File: config.mk
export PLATFORM = sky130hd
export DESIGN_NAME = note_sequencer
export DESIGN_NICKNAME = d
export VERILOG_FILES = /design/src/rtl/note_sequencer.sv
export SDC_FILE = /design/constraint.sdc
export NUM_CORES = 1
export LEC_CHECK = 0
export BUFFER_PORTS_ARGS = -buffer_cell sky130_fd_sc_hd__buf_2
export CAP_MARGIN = 5
export CORE_MARGIN = 2
export CORE_UTILIZATION = 60
export CTS_BUF_LIST = sky130_fd_sc_hd__clkbuf_8
export CTS_CLUSTER_SIZE = 8
export DETAILED_ROUTE_END_ITERATION = 6
export HOLD_SLACK_MARGIN = 0.03
export PLACE_DENSITY = 0.8
export SYNTH_ARGS = -nofsm -noshare
export SYNTH_HDL_FRONTEND = slang
export SYNTH_SLANG_ARGS = --single-unit
File: constraint.sdc
create_clock -name clk_i -period 6.44 [get_ports clk_i]
set_clock_uncertainty 0.05 [all_clocks]
set_input_delay 0.966 -clock clk_i [delete_from_list [all_inputs] [get_ports clk_i]]
set_output_delay 0.966 -clock clk_i [all_outputs]
set_load 0.02 [all_outputs]
File: src/rtl/note_sequencer.sv
// note_sequencer: keypad pattern recorder and fixed-tempo player.
// Define NOTE_SEQUENCER_LOOP_EN to loop playback forever instead of returning to IDLE.
module note_sequencer #(
   parameter int DEPTH  = 16,
   parameter int TICK_W = 24
) (
   input  logic                     clk_i,
   input  logic                     rst_ni,
   input  logic                     key_valid_i,
   input  logic [3:0]               key_value_i,
   input  logic                     rec_start_i,
   input  logic                     play_start_i,
   input  logic                     stop_i,
   input  logic [TICK_W-1:0]        step_ticks_i,
   output logic [3:0]               note_o,
   output logic                     note_valid_o,
   output logic                     step_o,
   output logic [1:0]               state_o,
   output logic [$clog2(DEPTH):0]   count_o,
   output logic                     full_o
);
   localparam int AW = $clog2(DEPTH);
   localparam int CW = AW + 1;
   typedef enum logic [1:0] {IDLE = 2'd0, RECORD = 2'd1, PLAY = 2'd2} state_t;
   state_t            state;
   logic [3:0]        mem [DEPTH];
   logic [AW-1:0]     idx, nxt_idx;
   logic [TICK_W-1:0] tick, first_tick;
   logic              wr_en, can_play, last;
   assign state_o    = state;
   assign wr_en      = state == RECORD && key_valid_i && !full_o && !stop_i && !rec_start_i;
   assign can_play   = (state == IDLE || state == PLAY) && count_o != '0;
   assign nxt_idx    = idx + AW'(1);
   assign last       = count_o == {1'b0, idx} + CW'(1);
   // a zero step length behaves as one cycle per note
   assign first_tick = (step_ticks_i == '0) ? '0 : step_ticks_i - TICK_W'(1);
   always_ff @(posedge clk_i)
      if (wr_en) mem[count_o[AW-1:0]] <= key_value_i;
   always_ff @(posedge clk_i or negedge rst_ni)
      if (!rst_ni) begin
         state        <= IDLE;
         note_o       <= '0;
         note_valid_o <= 1'b0;
         step_o       <= 1'b0;
         count_o      <= '0;
         full_o       <= 1'b0;
         idx          <= '0;
         tick         <= '0;
      end else if (stop_i) begin
         state        <= IDLE;
         note_valid_o <= 1'b0;
         step_o       <= 1'b0;
      end else if (rec_start_i) begin
         state        <= RECORD;
         count_o      <= '0;
         full_o       <= 1'b0;
         note_valid_o <= 1'b0;
         step_o       <= 1'b0;
      end else if (play_start_i && can_play) begin
         state        <= PLAY;
         idx          <= '0;
         tick         <= first_tick;
         note_o       <= mem[0];
         note_valid_o <= 1'b1;
         step_o       <= 1'b1;
      end else if (state == RECORD) begin
         if (wr_en) begin
            count_o <= count_o + CW'(1);
            full_o  <= count_o == CW'(DEPTH - 1);
            note_o  <= key_value_i;
         end
      end else if (state == PLAY) begin
         if (tick != '0) begin
            tick   <= tick - TICK_W'(1);
            step_o <= 1'b0;
         end else begin
`ifdef NOTE_SEQUENCER_LOOP_EN
            idx    <= last ? '0 : nxt_idx;
            note_o <= last ? mem[0] : mem[nxt_idx];
            tick   <= first_tick;
            step_o <= 1'b1;
`else
            idx          <= nxt_idx;
            note_o       <= last ? note_o : mem[nxt_idx];
            tick         <= first_tick;
            step_o       <= !last;
            note_valid_o <= !last;
            state        <= last ? IDLE : PLAY;
`endif
         end
      end
endmodule

== After elaboration in Yosys (flattened, before gate mapping) ==
Memories as Yosys holds them, arrays and structs flattened.
Index checks and enable logic that the tools add are counted.

* Add/sub/neg operators: 5
* Multipliers: 0
* Divide/modulo/power cells: 0
* Order comparisons: 0
* Equal/unequal tests: 12
* Shift operators: 0
* Multiplexer cells: 44
* Bitwise logic cells: 2
* Reduce and logical (&&, ||, !) cells: 26

{| class="wikitable"
|+ Operator list
! cell !! number
|-
| 24-bit 2-to-1 mux || 5
|-
| 24-bit by 1-bit subtractor with 24-bit output, second input constant || 2
|-
| 4-bit 2-to-1 mux || 10
|-
| 24-bit zero test || 1
|-
| 24-bit nonzero test || 1
|-
| 5-bit 2-to-1 mux || 4
|-
| 1-bit 2-to-1 mux || 18
|-
| 2-bit 2-to-1 mux || 7
|-
| 4-bit AND reduction || 2
|-
| 1-bit logical AND || 6
|-
| 6-bit AND reduction || 1
|-
| 2-bit nonzero test || 3
|-
| 4-bit by 1-bit adder with 5-bit output, second input constant || 1
|-
| 5-bit by 1-bit adder with 5-bit output, second input constant || 1
|-
| 5-bit by 4-bit == test with 1-bit output, second input constant || 1
|-
| 5-bit == test || 1
|-
| 5-bit AND reduction || 1
|-
| 5-bit nonzero test || 1
|-
| 4-bit by 1-bit adder with 4-bit output, second input constant || 1
|-
| 1-bit zero test || 4
|-
| 2-bit inequality test, second input constant || 2
|-
| 4-bit by 3-bit inequality test with 1-bit output, second input constant || 1
|-
| 4-bit inequality test, second input constant || 1
|-
| 4-bit nonzero test || 1
|-
| other kinds (12) || 13
|}

* Flip-flop bits (word level): 42
* Latch bits: 0
* Bits in writable memories: 64
* Memory bits (read-only): 0
* Input port bits: 34
* Output and inout bits: 14
* Logic and storage cells: 98
* Memories: 1

{| class="wikitable"
|+ Memories
! name !! words !! bits a word !! rd ports !! clocked after Yosys merged registers in !! write ports !! RTL line !! RTL
|-
| mem || 16 || 4 || 2 || 0 || 1 || 26 || <nowiki>logic [3:0] mem [DEPTH];</nowiki>
|}

== Logic depth before layout (Yosys ltp) ==
Gate-level depths: netlist (run 1).

* Word-level depth: 9
* Depth in mapped cells: 10
* Gate-level depth less buffers: 8

== Least setup slack after synthesis (run 1) ==
No wires, ideal clock.

* Path kind: input -> register
* From: input port step_ticks_i[0]
* To: register tick[20]
* Library setup time: 146 ps
* Data arrival time: 2,712 ps
* Data required time: 6,244 ps
* Setup slack: 3,532 ps
* Cell stages on the path: 9
* Buffers on the path: 1
* Cell sequence: inv_1 -> ha_1 -> or4b_2 -> clkbuf_1 -> nor4_2 -> nand3_1 -> xnor2_1 -> nand2b_1 -> o311ai_0

* Cells in the longest elaborated chain, start to end: 6
* Elaborated cells between the ends (all ways): 7
* Those cells by class: add/sub (1); mux (5); reduce/logical (1)

{| class="wikitable"
|+ Ends and longest elaborated chain
! element !! RTL line !! RTL
|-
| start: declaration || 14 || <nowiki>input logic [TICK_W-1:0] step_ticks_i,</nowiki>
|-
| 24-bit by 1-bit subtractor with 24-bit output or 24-bit zero test (tied branches) || 36 || <nowiki>assign first_tick = (step_ticks_i == '0) ? '0 : step_ticks_i - TICK_W'(1);</nowiki>
|-
| 24-bit 2-to-1 mux (*) || 36 ||
|-
| 24-bit 2-to-1 mux || 73 || <nowiki>if (tick != '0) begin</nowiki>
|-
| 24-bit 2-to-1 mux || 72 || <nowiki>end else if (state == PLAY) begin</nowiki>
|-
| 24-bit 2-to-1 mux || 66 || <nowiki>end else if (state == RECORD) begin</nowiki>
|-
| 24-bit 2-to-1 mux (*) || 59 || <nowiki>end else if (play_start_i && can_play) begin</nowiki>
|-
| end signal: assignment || 62 || <nowiki>tick <= first_tick;</nowiki>
|-
| end signal: assignment || 74 || <nowiki>tick <= tick - TICK_W'(1);</nowiki>
|-
| end signal: assignment || 85 || <nowiki>tick <= first_tick;</nowiki>
|-
| end: declaration || 28 || <nowiki>logic [TICK_W-1:0] tick, first_tick;</nowiki>
|}

Every way passes the cells marked *; elsewhere a longest branch is shown, timed or not. The select of a mux whose other input is x is not followed.
A chain may end at the register's enable or synchronous reset.

== Worst setup path in the final report (run 1) ==
* From: register idx[0]
* To: register note_o[1]

* Cells in the longest elaborated chain, start to end: 7
* Elaborated cells between the ends (all ways): 11
* Those cells by class: add/sub (2); eq/ne (2); mux (5); reduce/logical (1); memory (1)

{| class="wikitable"
|+ Ends and longest elaborated chain
! element !! RTL line !! RTL
|-
| start: declaration || 27 || <nowiki>logic [AW-1:0] idx, nxt_idx;</nowiki>
|-
| start signal: assignment || 83 || <nowiki>idx <= nxt_idx;</nowiki>
|-
| 4-bit by 1-bit adder with 4-bit output || 33 || <nowiki>assign nxt_idx = idx + AW'(1);</nowiki>
|-
| memory 16 x 4 bit || n/a ||
|-
| 4-bit 2-to-1 mux || 84 || <nowiki>note_o <= last ? note_o : mem[nxt_idx];</nowiki>
|-
| 4-bit 2-to-1 mux || 73 ||
|-
| 4-bit 2-to-1 mux || 72 ||
|-
| 4-bit 2-to-1 mux || 66 ||
|-
| 4-bit 2-to-1 mux || 59 ||
|-
| end signal: assignment || 63 || <nowiki>note_o <= mem[0];</nowiki>
|-
| end signal: assignment || 70 || <nowiki>note_o <= key_value_i;</nowiki>
|-
| end signal: assignment || 84 ||
|-
| end: declaration || 15 || <nowiki>output logic [3:0] note_o,</nowiki>
|}

Several ways; a longest one is shown, not always the timed one. The select of a mux whose other input is x is not followed.

==> results of run 1 <==
## logic make-up after synthesis
group                    after synthesis
XOR/XNOR                              29
adder cells (fa/ha/maj)               10
multiplexers                          10
AND/OR/NAND/NOR                      241
buffers and inverters                 35
flip-flops                           105
AO/OA/AOI/OAI                        110
## power groups by stage
stage / sequential [W] / combinational, W / clock (W)
global route: 0.000952 / 0.000700 / 0.000470
global placement: 0.000937 / 0.000603 / 0
detailed placement: 0.000944 / 0.000625 / 0
CTS: 0.000930 / 0.000627 / 0.000447
floorplan: 0.000921 / 0.000463 / 0
finish: 0.000935 / 0.000633 / 0.000445
## registers in the layout, indices dropped and copies added, names as in the netlist
signal        cells
mem              64
tick             24
count_o           5
idx               4
note_o            4
full_o            1
note_valid_o      1
state_o           1
step_o            1
## how the worst max path moves through the flow
stage	start	to	cells after the start
after floorplan	step_ticks_i[0]	tick[20]$_DFFE_PN0P_	9
after CTS	idx[0]$_DFFE_PN0P_	note_o[1]$_DFFE_PN0P_	6
after global placement	step_ticks_i[6]	tick[6]$_DFFE_PN0P_	6
after detailed placement	idx[0]$_DFFE_PN0P_	note_o[1]$_DFFE_PN0P_	6
after global routing	idx[0]$_DFFE_PN0P_	note_o[1]$_DFFE_PN0P_	6
final	idx[0]$_DFFE_PN0P_	note_o[1]$_DFFE_PN0P_	6
## per-layer routing
metal  GRT usage (%)  part of all wire, %  up-vias
li1                -                    -     2047
met1           38.48                   43     2125
met2           43.59                   48      227
met3           5.132                  7.9       17
met4           6.533                  1.2        0
met5               0                    0        -
## layout make-up
| cell class | instances | area, µm² |
|---|---|---|
| sequential | 105 | 2948 |
| inverter | 10 | 37.54 |
| timing repair buffer | 48 | 242.7 |
| clock inverter | 7 | 100.1 |
| multi-input combinational | 400 | 2530 |
| tap | 111 | 138.9 |
| clock buffer | 9 | 123.9 |
| fill | 715 | 3032 |
## through the flow
stage	total power [W]	util (%)	area, µm²
final	0.002012	66.88	6121
after global routing	0.002123	66.88	6121
after CTS	0.002004	66.88	6121
after detailed placement	0.001569	64.43	5897
after global placement	0.001540	64.43	5897
after floorplan	0.001384	-	5620
## worst reg2reg max path, delay by kind of cell, from the launching register on
kind,cells,cell delay [ns]
AND/OR/NAND/NOR,1,0.10
flip-flops,1,0.73
XOR/XNOR,1,1.01
multiplexers,2,0.72
AO/OA/AOI/OAI,1,0.49
adder cells (fa/ha/maj),1,0.39
## cell usage in the layout (no fill, tap or decap), types with 11 or more instances in the layout
cell type / synthesis / final
a21oi_1: 32 / 32
nor2_1: 44 / 44
buf_2: 3 / 47
o21ai_0: 31 / 31
nand2b_1: 12 / 12
nand3_1: 27 / 27
nor3_1: 25 / 25
edfxtp_1: 64 / 64
nand2_1: 85 / 85
xnor2_1: 17 / 16
xor2_1: 12 / 11
dfrtp_1: 41 / 41
==> flow_summary.ini, run 1 <==
[run_status]
outcome = finished clean

[final_layout]
synthToLayoutAreaGrowth_pct = 8.905
num_antenna_cells = 0
drive_gt1_share_pct = 17.10
instances_no_fill = 690
nets = 618

[sta]
rsz0062_at_grt = false
tns_ns = 0
relSlewSlack_pct = 13.42
finalHoldViolations = 0
period_minus_slack_ns = 3.599
maxSlewViolCount = 0
worst_slack_ns = 2.841
fmax_mhz = 277.9
hold_slack_ns = 0.4913
period_share_pct = 55.88
setup_viol = 0
tightest_slew_ns = 1.298

[power]
p_int_w = 0.001252
pwr-share-seq_pct = 46.5
p_clk_share_pct = 22.1
ir_drop_uv = 200.6
p_sw_w = 0.0007599
power.density_mw_per_mm2 = 328.7
comb_power_share_pct = 31.4
leakagePower_nw = 2.175
p_sw_share_pct = 37.76

[floorplanning]
rows = 35
io_pins = 48
core_mm2 = 0.009153
die_h_um = 100.8
start_util_pct = 61.41
die_x_um = 100.8
dieArea_mm2 = 0.01016

[routing]
wl_per_cell_um = 19.22
drt_iter0_drc = 451
ant_nets = 0
drc = 0
vias_per_cell = 6.400
num_vias = 4416
first_pass_iters = 5
drt-total-wl_um = 13270

[cts]
clk_latency_ns = 0.37
clkTransAtPathRegs_ns = 0.11
ctsResizeCount = 0
cts_tree = built
cts_setup_buffers = 0
numCtsBuffers = 9
clockBufferDepth = 2
cts_root_buf = clkbuf_8
hold_buffers = 0
cts_htree_levels = 3
cts_sinks = 105

[worst_setup_path]
crit_arrival_ns = 3.81
r2r-end = note_o[1]$_DFFE_PN0P_
rr_worst_depth = 6
critical_path_class = reg -> reg
crit_buf_inv = 0
crit_required_ns = 6.65
cp-end-kind = register
r2r_setup_slack_ns = 2.84
reg2reg_from = idx[0]$_DFFE_PN0P_
crit_chain = ha_1 > xor2_2 > mux4_2 > a2111oi_0 > nor3_1 > mux2_2
critPathTopFamily = XOR/XNOR gates
start_kind = register
cp_slowest_stage_delay_ns = 1.01
critPathMaxFanout = 29
cp_slowest_cell = xor2_2

[logic_synthesis]
async_reset_ff_share_pct = 39.05
ys_seq_area_share_pct = 52.45
synth_mux_area_share_pct = 2.760
synth_edf_count = 64
synth.largest_area_cell = edfxtp_1
synth-compound-area-share_pct = 13.07
ys_types = 60
synth_top_area_share_pct = 34.19
yosysMostFrequentCell = nand2_1
yosys_warnings = 0
ys.flop_type = edfxtp_1
avgSynthCellArea_um2 = 10.41
syn-num-nets = 584
synthSimpleGateAreaFrac_pct = 22.17
synth_xor_area_share_pct = 4.519
synth_commonest_cells = 85 x nand2_1, 64 x edfxtp_1, 44 x nor2_1
synth-seq-cells = 105
syn_inst = 540
synth_area_leaders = edfxtp_1 34%, dfrtp_1 18%, nand2_1 5.7%
netlist_area_mm2 = 0.005620
synth_top_family_by_area = simple AND/OR/NAND/NOR gates
yosys.area_share.adder_pct = 2.226

[placement]
place_ws_ns = 2.904
gp_congestion = 0.8806
dp_cells = 674
placement.io_buffers = 47
hpwlAfterDp_um = 9418

[min_path]
whs_path_depth = 1
holdCritStartpoint = note_o[2]$_DFFE_PN0P_
hold_end = note_o[2]$_DFFE_PN0P_
hp-class = reg -> reg

[global_route]
grt_max_degree = 42
grt_pass1_wl_um = 21160
grt_pass1_vias = 4133
grtUsageTotal_pct = 27.11
antenna_found_initial = 0
gr-total-overflow = 0

[job]
maxCapViolCount = 0
Note: power is estimated with default switching activity, not from simulation.
==> run 2, diff against run 1 <==
--- a/config.mk
+++ b/config.mk
@@ -8,12 +8,12 @@
 export BUFFER_PORTS_ARGS = -buffer_cell sky130_fd_sc_hd__buf_2
 export CAP_MARGIN = 5
 export CORE_MARGIN = 2
-export CORE_UTILIZATION = 60
+export CORE_UTILIZATION = 56
 export CTS_BUF_LIST = sky130_fd_sc_hd__clkbuf_8
 export CTS_CLUSTER_SIZE = 8
 export DETAILED_ROUTE_END_ITERATION = 6
 export HOLD_SLACK_MARGIN = 0.03
-export PLACE_DENSITY = 0.8
+export PLACE_DENSITY = 0.79
 export SYNTH_ARGS = -nofsm -noshare
 export SYNTH_HDL_FRONTEND = slang
 export SYNTH_SLANG_ARGS = --single-unit
==> constraint.sdc (replaced) <==
create_clock -name clk_i -period 2.9 [get_ports clk_i]
set_clock_uncertainty 0.05 [all_clocks]
set_input_delay 0.435 -clock clk_i [delete_from_list [all_inputs] [get_ports clk_i]]
set_output_delay 0.435 -clock clk_i [all_outputs]
set_load 0.02 [all_outputs]
==> run 2 against run 1 <==
Effect of this change:
- core utilization decreased by 2.6 points
- critical path depth increased by 2
- worst hold slack got worse by 0.34 ns
- routed wire length increased by 0.36%
- design area increased by 2.6%
- global-route usage decreased by 1.8 points
- highest routed layer unchanged
- non-clock buffer count increased by 21
- maximum frequency increased by 28%
- power increased by 120%
- first-iteration DRC count decreased by 13%
==> flow_summary.ini, run 2 (synthesis results as in run 1) <==
[floorplanning]
dieArea_mm2 = 0.01085
die_h_um = 104.2
io_pins = 48
start_util_pct = 57.50
die_x_um = 104.2
rows = 36
core_mm2 = 0.009774

[cts]
ctsResizeCount = 0
cts_htree_levels = 3
clk_latency_ns = 0.37
clkTransAtPathRegs_ns = 0.11
cts_tree = built
numCtsBuffers = 9
clockBufferDepth = 2
cts_root_buf = clkbuf_8
cts_setup_buffers = 0
hold_buffers = 0
cts_sinks = 105

[worst_setup_path]
crit_required_ns = 3.12
critical_path_class = reg -> reg
crit_arrival_ns = 3.02
start_kind = register
critPathMaxFanout = 5
r2r_setup_slack_ns = 0.09
cp-end-kind = register

[sta]
setup_viol = 0
period_share_pct = 96.79
tightest_slew_ns = 0.9663
tns_ns = 0
finalHoldViolations = 0
rsz0062_at_grt = true
period_minus_slack_ns = 2.807
fmax_mhz = 356.3
relSlewSlack_pct = 35.58
maxSlewViolCount = 0

[placement]
dp_cells = 717
placement.io_buffers = 47
gp_congestion = 0.8510
hpwlAfterDp_um = 9701

[routing]
num_vias = 4483
drt_iter0_drc = 392
drc = 0
drt-total-wl_um = 13310
wl_per_cell_um = 18.16
vias_per_cell = 6.116
first_pass_iters = 5
ant_nets = 0

[global_route]
grtUsageTotal_pct = 25.30
grt_pass1_vias = 4473
grt_pass1_wl_um = 22020
antenna_found_initial = 0
gr-total-overflow = 0
grt_max_degree = 42

[final_layout]
drive_gt1_share_pct = 19.83
largest_reg_flops = 64
num_antenna_cells = 0
final_common_cell = nand2_1
final_cell_mix = 85 x nand2_1, 64 x edfxtp_1, 47 x buf_2, 44 x nor2_1, 41 x dfrtp_1
synthToLayoutAreaGrowth_pct = 11.75
nets = 639
instances_no_fill = 733

[run_status]
outcome = finished clean

[power]
leakagePower_nw = 2.270
power.density_mw_per_mm2 = 715.6
ir_drop_uv = 410.7

[job]
maxCapViolCount = 0

[min_path]
hp-class = in -> async
[run 2: cell count changes in the layout (fill, tap and decap cells not counted), sizes merged]
cell	delta
buf	+21
inv	-1
clkinvlp	+1
[run 2: final cells by class]
cell class	count	area [µm²]
sequential	105	2948
clock buffer	9	123.9
inverter	10	37.54
multi-input combinational	400	2525
tap	133	166.4
clock inverter	7	80.08
timing repair buffer	69	400.4
fill	789	3493
[run 2: worst max-delay path, stage by stage (launching register included)]
cell       delay [ns]
dfrtp_1          0.40
inv_1            0.13
ha_1             0.21
or4b_1           0.47
and3b_4          0.23
a211o_1          0.35
a2111oi_0        0.48
nor3_1           0.10
mux2_2           0.27
[run 2: path summary, 6_finish.rpt]
| kind | startpoint | endpoint | cells past startpoint |
|---|---|---|---|
| setup reg to reg | count_o[0]$_DFFE_PN0P_ | note_o[0]$_DFFE_PN0P_ | 8 |
| hold / removal | rst_ni | tick[0]$_DFFE_PN0P_ | 1 |
| hold reg to reg | idx[1]$_DFFE_PN0P_ | idx[1]$_DFFE_PN0P_ | 2 |
| max in group asynchronous | rst_ni | tick[20]$_DFFE_PN0P_ | 1 |
| min in group clk_i | stop_i | state_o[0]$_DFFE_PN0P_ | 2 |
| setup / recovery | count_o[0]$_DFFE_PN0P_ | note_o[0]$_DFFE_PN0P_ | 8 |
[run 2: per-layer routing]
layer / GRT usage, % / part of all wire [%]
met5: 0 / 0
met2: 41.78 / 48
met3: 2.757 / 5.4
met4: 7.143 / 1.5
met1: 35.81 / 45
[run 2: metrics by stage]
step | cell area [µm²] | worst slack [ns] | utilization [%] | power (W) | hold WS (ns)
after floorplan | 5620 | 0.3296 | - | 0.003073 | 0.08941
after global placement | 6075 | 0.1099 | 62.15 | 0.003500 | 0.4482
after detailed placement | 6075 | 0.07241 | 62.15 | 0.003563 | 0.4604
after CTS | 6279 | 0.03611 | 64.23 | 0.004481 | 0.1863
after global routing | 6281 | 0.001026 | 64.26 | 0.004754 | 0.2428
final | 6281 | 0.09308 | 64.26 | 0.004494 | 0.1514
[run 2: power by group]
group | leakage [nW] | internal [W] | switching (W) | total [W]
clock network | 0.101 | 0.000408 | 0.000531 | 0.000939
registers | 1.07 | 0.00180 | 0.000224 | 0.00203
logic | 1.09 | 0.000616 | 0.000913 | 0.00153
total | 2.27 | 0.00283 | 0.00167 | 0.00449
==> run 3, diff against run 2 <==
--- a/config.mk
+++ b/config.mk
@@ -8,12 +8,12 @@
 export BUFFER_PORTS_ARGS = -buffer_cell sky130_fd_sc_hd__buf_2
 export CAP_MARGIN = 5
 export CORE_MARGIN = 2
-export CORE_UTILIZATION = 56
+export CORE_UTILIZATION = 40
 export CTS_BUF_LIST = sky130_fd_sc_hd__clkbuf_8
 export CTS_CLUSTER_SIZE = 8
 export DETAILED_ROUTE_END_ITERATION = 6
+export GPL_TIMING_DRIVEN = 0
 export HOLD_SLACK_MARGIN = 0.03
-export PLACE_DENSITY = 0.79
 export SYNTH_ARGS = -nofsm -noshare
 export SYNTH_HDL_FRONTEND = slang
 export SYNTH_SLANG_ARGS = --single-unit
==> constraint.sdc (replaced) <==
create_clock -name clk_i -period 2.9 [get_ports clk_i]
set_clock_uncertainty 0.05 [all_clocks]
set_input_delay 0.29 -clock clk_i [delete_from_list [all_inputs] [get_ports clk_i]]
set_output_delay 0.29 -clock clk_i [all_outputs]
set_load 0.02 [all_outputs]
==> run 3 against run 2 <==
Effect of this change:
- critical path depth did not move
- combinational power up 3%
- clock power decreased by 12%
- via count down 2.1%
- power is 1.7% lower
- critical path type unchanged
==> flow_summary.ini, run 3 (synthesis results as in run 1) <==
[cts]
cts_setup_buffers = 0
cts_htree_levels = 3
clockBufferDepth = 2
clkTransAtPathRegs_ns = 0.10
cts_root_buf = clkbuf_8
cts_tree = built
clk_latency_ns = 0.38
cts_sinks = 105
hold_buffers = 0
numCtsBuffers = 9

[routing]
drt_iter0_drc = 370
ant_nets = 0
drc = 0
num_vias = 4387
vias_per_cell = 5.603
drt-total-wl_um = 14140
first_pass_iters = 5
wl_per_cell_um = 18.05

[floorplanning]
die_x_um = 122.5
core_mm2 = 0.01383
die_h_um = 122.5
io_pins = 48
start_util_pct = 40.65
rows = 43
dieArea_mm2 = 0.01501

[power]
power.density_mw_per_mm2 = 694.9
total_power_w = 0.004416
ir_drop_uv = 291.0
leakagePower_nw = 2.232

[run_status]
outcome = finished clean

[worst_setup_path]
critPathMaxFanout = 8
cp_slowest_cell = dfrtp_1
crit_end = note_o[2]$_DFFE_PN0P_
crit_required_ns = 3.12
reg2reg_from = count_o[1]$_DFFE_PN0P_
r2r-end = note_o[2]$_DFFE_PN0P_
r2r_setup_slack_ns = 0.10
crit_arrival_ns = 3.02
cp_slowest_stage_delay_ns = 0.49
rr_worst_depth = 8
crit_path_start = count_o[1]$_DFFE_PN0P_
crit_chain = inv_1 > ha_1 > or4b_1 > and3b_4 > a211o_4 > a2111oi_2 > nor3_1 > mux2_2
critical_path_class = reg -> reg
start_kind = register
cp-end-kind = register

[final_layout]
nFillCells = 1312
instances_no_fill = 783
seqCellArea_mm2 = 0.002949
multiInputGateArea_mm2 = 0.002609
drive_gt1_share_pct = 19.24
fin_area_mm2 = 0.006355
num_antenna_cells = 0
final_common_cell = nand2_1
nets = 642
final_cell_mix = 85 x nand2_1, 64 x edfxtp_1, 48 x buf_2, 42 x nor2_1, 40 x dfrtp_1
largest_reg_flops = 64
synthToLayoutAreaGrowth_pct = 13.07

[sta]
maxSlewViolCount = 0
worst_slack_ns = 0.1023
relSlewSlack_pct = 34.40
tightest_slew_ns = 0.9840
finalHoldViolations = 0
fmax_mhz = 357.4
setup_viol = 0
hold_slack_ns = 0.01662
period_share_pct = 96.47
period_minus_slack_ns = 2.798
rsz0062_at_grt = true

[global_route]
gr-total-overflow = 0
grt_pass1_vias = 4256
grt_pass1_wl_um = 22550
antenna_found_initial = 0
grtUsageTotal_pct = 19.84
grt_max_degree = 42

[min_path]
hp-class = in -> async

[placement]
placement.io_buffers = 47
hpwlAfterDp_um = 10110
place_area_mm2 = 0.006081
dp_cells = 767
place_ws_ns = -0.1909
gp_congestion = 0.8492

[job]
maxCapViolCount = 0
## run 3: cell types whose count changed in the layout (fill, tap and decap cells not counted), sizes merged
cell	before	now
inv	11	12
clkbuf	9	30
buf	69	51
clkinv	4	5
clkinvlp	1	0
bufinv	1	0
## run 3: repair_timing
action / CTS / global route
setup endpoints to repair: 18 / 39
hold endpoints to repair: 0 / 0
gates resized for setup: 7 / 19
## run 3: area by class of cell
class                           instances  share of cell area [%]
Buffer                                 25                   2.028
Clock buffer                            9                   1.949
Clock inverter                          7                  0.7285
Inverter                               10                  0.5907
Multi-Input combinational cell        400                   41.05
Sequential cell                       105                   46.41
Tap cell                              180                   3.544
Timing Repair Buffer                   47                   3.702
## run 3: power by group
group	switching (W)	internal, W
sequential	0.000219	0.00180
clock	0.000516	0.000312
combinational	0.000979	0.000587
## run 3: metrics by stage
stage | TNS [ns] | util, %
2_1_floorplan | 0 | -
3_3_place_gp | -0.5340 | 43.98
3_5_place_dp | -0.7806 | 43.98
4_1_cts | -0.1986 | 45.35
5_1_grt | 0 | 45.96
6_report | 0 | 45.96
## run 3: critical path, delay by kind of cell, from the launching register on
kind                     cells  cell delay, ns
AO/OA/AOI/OAI                2            0.73
multiplexers                 1            0.28
buffers and inverters        1            0.12
adder cells (fa/ha/maj)      1            0.16
flip-flops                   1            0.49
AND/OR/NAND/NOR              3            0.86
## run 3: worst min path at each step
| stage | from | to | slack, ns |
|---|---|---|---|
| detailed placement | rst_ni | tick[17]$_DFFE_PN0P_ | 0.47 |
| floorplan | rst_ni | count_o[0]$_DFFE_PN0P_ | -0.06 |
| finish | rst_ni | tick[16]$_DFFE_PN0P_ | 0.02 |
| CTS | rst_ni | tick[18]$_DFFE_PN0P_ | 0.04 |
| global placement | note_o[0]$_DFFE_PN0P_ | note_o[0]$_DFFE_PN0P_ | 0.43 |
| global route | rst_ni | tick[16]$_DFFE_PN0P_ | 0.07 |
## run 3: layer usage
| layer | share of wire [%] | GRT usage, % |
|---|---|---|
| met2 | 45 | 29.31 |
| met4 | 1.9 | 6.825 |
| met3 | 5.7 | 4.554 |
| met1 | 47 | 28.69 |
| met5 | 0 | 0 |
